## config.mk

```make
export PLATFORM = sky130hd
export DESIGN_NAME = data_sram_bridge
export DESIGN_NICKNAME = d
export VERILOG_FILES = /design/src/rtl/data_sram_bridge.sv
export SDC_FILE = /design/constraint.sdc
export NUM_CORES = 1
export LEC_CHECK = 0
export BUFFER_PORTS_ARGS = -buffer_cell sky130_fd_sc_hd__buf_2
export CAP_MARGIN = 0
export CORE_MARGIN = 2
export CORE_UTILIZATION = 41
export DETAILED_ROUTE_END_ITERATION = 6
export GPL_TIMING_DRIVEN = 0
export PLACE_DENSITY = 0.76
export SLEW_MARGIN = 20
export SYNTH_ARGS = -nofsm -noshare
export SYNTH_HDL_FRONTEND = slang
export SYNTH_SLANG_ARGS = --single-unit
```

## constraint.sdc

```tcl
create_clock -name clk -period 2 [get_ports clk]
set_clock_uncertainty 0.2 [all_clocks]
set_input_delay 0.6 -clock clk [delete_from_list [all_inputs] [get_ports clk]]
set_output_delay 0.6 -clock clk [all_outputs]
set_load 0.02 [all_outputs]
```

## src/rtl/data_sram_bridge.sv

```systemverilog
// data_sram_bridge
//   Converts the MEM stage's single-cycle data-SRAM port into a split-transaction
//   SRAM-like bus (addr_ok / data_ok). One access in flight at a time; the
//   pipeline is held through `stall` until the bus returns data, and the
//   returned word is latched for the MEM/WB register.
//
//   Optional feature macro: BRIDGE_ADDR_MAP_EN
//     defined   : data_addr clears the top three bits for kseg0/kseg1
//                 (addr[31:29] == 3'b100 or 3'b101)
//     undefined : data_addr is the latched address, word-aligned for word size
//
// Ports
//   clk, rst               clock, asynchronous active-low reset
//   mem_en/wen/size/addr/wdata  MEM stage request (wen==0 -> load, lane mask
//                               is big-endian: bit 3 = byte offset 0)
//   pipe_stall             other stall source; holds DONE
//   mem_rdata              latched bus read data
//   stall                  freeze IF..MEM
//   addr_err               misaligned / illegal-size pulse
//   data_*                 split-transaction bus master side
module data_sram_bridge #(
   parameter int ADDR_W = 32
) (
   input  logic              clk,
   input  logic              rst,
   input  logic              mem_en,
   input  logic [3:0]        mem_wen,
   input  logic [1:0]        mem_size,
   input  logic [ADDR_W-1:0] mem_addr,
   input  logic [ADDR_W-1:0] mem_wdata,
   input  logic              pipe_stall,
   output logic [ADDR_W-1:0] mem_rdata,
   output logic              stall,
   output logic              addr_err,
   output logic              data_req,
   output logic              data_wr,
   output logic [1:0]        data_size,
   output logic [ADDR_W-1:0] data_addr,
   output logic [ADDR_W-1:0] data_wdata,
   output logic [3:0]        data_wstrb,
   input  logic              data_addr_ok,
   input  logic              data_data_ok,
   input  logic [ADDR_W-1:0] data_rdata
);

   typedef enum logic [1:0] {IDLE, REQ, WAIT, DONE} state_t;

   state_t            state_q, state_d;
   logic [ADDR_W-1:0] addr_q, addr_d;
   logic [ADDR_W-1:0] wdata_q, wdata_d;
   logic [3:0]        wen_q, wen_d;
   logic [1:0]        size_q, size_d;
   logic [ADDR_W-1:0] rdata_q, rdata_d;
   logic              aligned;
   logic [ADDR_W-1:0] bus_addr;

   // Size 3 is illegal and lands in the default arm, so it is reported the
   // same way as a misaligned access.
   always_comb begin
      aligned = 1'b0;
      case (mem_size)
         2'd0:    aligned = 1'b1;
         2'd1:    aligned = ~mem_addr[0];
         2'd2:    aligned = (mem_addr[1:0] == 2'b00);
         default: aligned = 1'b0;
      endcase
   end

   always_comb begin
      state_d  = state_q;
      addr_d   = addr_q;
      wdata_d  = wdata_q;
      wen_d    = wen_q;
      size_d   = size_q;
      rdata_d  = rdata_q;
      stall    = 1'b0;
      addr_err = 1'b0;
      data_req = 1'b0;
      case (state_q)
         IDLE: begin
            if (mem_en) begin
               if (aligned) begin
                  addr_d  = mem_addr;
                  wdata_d = mem_wdata;
                  wen_d   = mem_wen;
                  size_d  = mem_size;
                  stall   = 1'b1;
                  state_d = REQ;
               end else begin
                  addr_err = 1'b1;
               end
            end
         end
         REQ: begin
            data_req = 1'b1;
            stall    = 1'b1;
            if (data_addr_ok) state_d = WAIT;
         end
         WAIT: begin
            stall = 1'b1;
            // Stores capture too; the value is simply never consumed.
            if (data_data_ok) begin
               rdata_d = data_rdata;
               state_d = DONE;
            end
         end
         DONE: begin
            // The instruction is still in MEM while pipe_stall holds; leaving
            // DONE only when MEM advances prevents a second issue.
            if (!pipe_stall) state_d = IDLE;
         end
         default: state_d = IDLE;
      endcase
   end

   always_comb begin
      bus_addr = addr_q;
      if (size_q == 2'd2) bus_addr[1:0] = 2'b00;
`ifdef BRIDGE_ADDR_MAP_EN
      // kseg0 / kseg1 both alias the low 512 MB of physical space.
      if (bus_addr[ADDR_W-1 -: 2] == 2'b10) bus_addr[ADDR_W-1 -: 3] = 3'b000;
`endif
   end

   assign data_addr  = bus_addr;
   assign data_wr    = |wen_q;
   assign data_wstrb = wen_q;
   assign data_size  = size_q;
   assign data_wdata = wdata_q;
   assign mem_rdata  = rdata_q;

   always_ff @(posedge clk or negedge rst) begin
      if (!rst) begin
         state_q <= IDLE;
         addr_q  <= '0;
         wdata_q <= '0;
         wen_q   <= '0;
         size_q  <= '0;
         rdata_q <= '0;
      end else begin
         state_q <= state_d;
         addr_q  <= addr_d;
         wdata_q <= wdata_d;
         wen_q   <= wen_d;
         size_q  <= size_d;
         rdata_q <= rdata_d;
      end
   end

endmodule
```

Word-level counts from Yosys, hierarchy flattened
Cells that the tools add are included.
Operators by class
  multiplexer cells: 15
  bitwise operators: 1
  reductions and logical operators: 8
  eq/ne operators: 11
Operator list (number)
  $mux W2: 6
  $ne A2 B2 Y1 const B: 5
  $eq A2 B2 Y1 const B: 4
  $pmux W2 S4: 1
  $logic_not A2 Y1: 3
  $mux W1: 6
  $reduce_and A5 Y1: 1
  $eq A2 B1 Y1 const B: 2
  $reduce_or A4 Y1: 1
  $pmux W1 S3: 1
  $reduce_and A3 Y1: 1
  $pmux W1 S2: 1
  $reduce_and A2 Y1: 1
  $reduce_or A2 Y1: 1
  $not A1 Y1: 1
Storage, ports and cells
  word-level logic and storage cells: 41
  register bits: 104

Longest topological paths before layout
  word-level depth: 5
  mapped depth: 6
  depth with buffers taken out: 6

Worst setup path after synthesis
No wires, ideal clock.
  kind: input to output
  start point: input mem_addr[1]
  end point: output stall
  stages: 4
  arrival time: 1.644 ns
  path slack: -0.444 ns
  buffers on the path: 1
  path through: nor3_1 o211ai_4 clkbuf_8 a21oi_1
Between the ends
  word-level cells in the longest chain between the ends: 5
RTL lines
  start, declared: RTL line 29  | input logic [ADDR_W-1:0] mem_addr,
  $logic_not A2 Y1: RTL line 64  | 2'd2: aligned = (mem_addr[1:0] == 2'b00);
  $pmux W1 S3: RTL line 61  | case (mem_size)
  $mux W1: RTL line 82  | if (aligned) begin
  $mux W1: RTL line 81  | if (mem_en) begin
  $pmux W1 S2: RTL line 79  | case (state_q)
  end, declared: RTL line 33  | output logic stall,
No other way between the ends.

Worst setup path in the final report
  start point: register state_q[1]
  end point: output addr_err
Between the ends
  word-level cells in the longest chain between the ends: 2
RTL lines
  start, declared: RTL line 48  | state_t state_q, state_d;
  start signal, assigned: RTL line 141  | state_q <= state_d;
  $logic_not A2 Y1: RTL line 79
  $mux W1: RTL line 79
  end, declared: RTL line 34  | output logic addr_err,
No other way between the ends.

==> flow_summary_export.csv <==
group,metric,value,unit
outcome,status,"finished, violations left",
outcome,violations,"negative setup slack",
detailed_routing,drtPass1Iterations,4,
synthesis,yosysSeqAreaShare,59.91,%
placement,dp_slack,-553.4,ps
worst_setup_path,cp.arrival,1510,ps
power_and_ir_drop,power,10580,uW
worst_setup_path,crit_chain,"inv_2 -> ha_4 -> o21ai_2 -> a21oi_2 -> and2_4 -> buf_6",
worst_setup_path,criticalPathCategory,"register to output pin",
layout,layout-drive-gt1-share,76.78,%
die,die_h,106.9,um
die,rows,37,
worst_setup_path,critPathLaunch,"state_q[1]",
layout,design_area,6097,um^2
sta,worstMarginPinSlew,370.6,ps
sta,min_period,2315,ps
layout,syn2layout_area_growth,40.35,%
placement,dp.final_hpwl,7391,um
grt,overflow,0,
die,ioPinCount,214,
detailed_routing,drtAntennaViolNets,0,
detailed_routing,drc_errors,0,
grt,grt_pass1_wl,15070,um
synthesis,ys_ff_latch,104,
min_path,hold_class,"input port to register",
grt,grtUsageTotal,17.02,%
synthesis,synth_edf_count,0,
detailed_routing,drt_iter0_markers,103,
worst_setup_path,crit_path_max_incr_delay,420,ps
layout,final-instance-count-excl-fill,657,
worst_setup_path,required,1200,ps
clocking,path_clk_slew,100,ps
sta,setup_viol_count_final,4,
sta,setup_ws,-314.8,ps
grt,grt_max_degree,74,
sta,slew_headroom,75.30,%
worst_setup_path,crit_buf_inv,2,
worst_setup_path,r2r_slack,90,ps
die,die_area,11440,um^2
clocking,cts-root-buf,"clkbuf_8",
worst_setup_path,startpoint_type,"register",
synthesis,synth_top_flop_cell,"dfrtp_1",
power_and_ir_drop,peakVddDrop,0.8035,mV
power_and_ir_drop,p_leak,0.003131,uW
clocking,cts_sinks,104,
power_and_ir_drop,p_per_area,1736,nW/um^2
sta,drv_slew,0,
placement,place_area,5642,um^2
run,maxCapViolCount,0,
worst_setup_path,slowest_stage,"dfrtp_1",
placement,routabilityCongestion,0.7288,
layout,final_cell_mix,"buf_2, dfrtp_1, mux2_2",
clocking,cts-buffers-inserted,9,
sta,fin_crit_sh,115.7,%
synthesis,synth.yosys.warnings,0,
synthesis,syn_nets,392,
synthesis,syn_area,4344,um^2
sta,fmax,432.0,MHz
placement,place_inst,628,
clocking,htreeDepth,3,
worst_setup_path,crit_family,"flip-flops",
detailed_routing,routed_wl,9782,um
placement,port_buffers,213,
layout,fin_nets,630,
die,start_util,42.08,%
synthesis,async_reset_ff_share,100.0,%
layout,mostFrequentLayoutCell,"buf_2",
layout,diodes,0,
grt,antenna_found_initial,0,
synthesis,syn_inst,278,
worst_setup_path,endpoint_kind,"output pin",
worst_setup_path,r2r_start,"state_q[1]",
clocking,cts_max_path_buffers,2,
die,core,10320,um^2
layout,num-fill-cells,847,
clocking,cts_tree,"yes",
sta,final.setup.tns,-929.7,ps
min_path,hold_start,"mem_wdata[19]",
worst_setup_path,worstPathMaxFanout,3,
detailed_routing,via_count,3009,
die,fp.dieW,106.9,um
detailed_routing,routedWlPerCell,14.89,um
synthesis,postSynthAreaPerCell,15.63,um^2
synthesis,yosysUniqueCellTypes,21,
clocking,clock_latency,360,ps
sta,hold_viol,0,
detailed_routing,viasPerCell,4.580,
sta,grt_setup_unrepaired,"true",
grt,grt_pass1_vias,3110,
synth_stat cells, drive strengths merged (2+ instances only):
library cell | n | share of area (%)
o21ai | 3 | 0.35
mux2i | 2 | 0.46
a21oi | 3 | 0.35
ha | 6 | 1.7
inv | 6 | 0.52
mux2 | 101 | 27
nand2 | 2 | 0.17
and2 | 3 | 0.43
buf | 33 | 5.5
clkbuf | 7 | 2.2
dfrtp | 104 | 60
final timing paths:
| kind | cells past startpoint | to |
|---|---|---|
| max in group asynchronous | 3 | mem_rdata[30] |
| worst max-delay path | 6 | addr_err |
| worst max register to register | 9 | state_q[1] |
| worst min register to register | 1 | data_wdata[2] |
| min in group asynchronous | 2 | addr_q[8] |
| worst min-delay path | 2 | data_wdata[19] |
power breakdown:
part / internal [uW] / leakage [uW] / switching (uW)
Combinational: 2620 / 0.00177 / 2710
Sequential: 3170 / 0.00124 / 545
Clock: 840 / 0.000115 / 701
flip-flops by register name, summed over array words and instances, names as in the netlist:
register and flops:
addr_q 32, data_size 2, data_wdata 32, data_wstrb 4, mem_rdata 32, state_q 2
final cells by class:
type                            count  area (um^2)  share of cell area, %
Clock buffer                       10        127.6                  2.093
Buffer                             39        330.3                  5.418
Inverter                            6        22.52                 0.3694
Timing Repair Buffer              228         1249                  20.48
Tap cell                          136        170.2                  2.791
Clock inverter                      6        116.4                  1.908
Multi-Input combinational cell    128         1479                  24.26
Sequential cell                   104         2603                  42.68
routing by layer:
metal	wire (um)	GRT usage [%]	part of all wire, %
met5	0	0	0
met4	183	7.143	1.9
met3	752	4.195	7.7
met2	5149	30.57	53
met1	3697	19.23	38
what timing repair did:
item	4_1_cts	5_1_grt
endpoints found under the hold margin	31	0
pin swaps	3	7
buffers inserted	8	5
hold buffers	1	0
gates resized for setup	26	10
setup endpoints to repair	8	38
worst register-to-register path: stages (launching register included):
cell and delay [ps]:
dfrtp_1 400, inv_2 70, buf_4 130, buf_6 110, ha_4 160, buf_4 130, inv_2 40, o22ai_2 70
a2111oi_4 300, mux2i_1 240
kinds of logic after synthesis:
group	count (synthesis)	synth area share [%]
simple gates	10	1.267
flops	104	59.91
compound gates	9	1.670
mux	103	27.16
buf+inv	46	8.266
fa+ha+maj	6	1.728
through the flow:
stage	utilization [%]	hold WS, ps
finish	59.06	255.8
global route	59.06	239.5
CTS	58.54	232.9
detailed placement	54.65	265.9
global placement	54.32	262.6
floorplan	-	104.4
(Power assumes the default switching activity.)
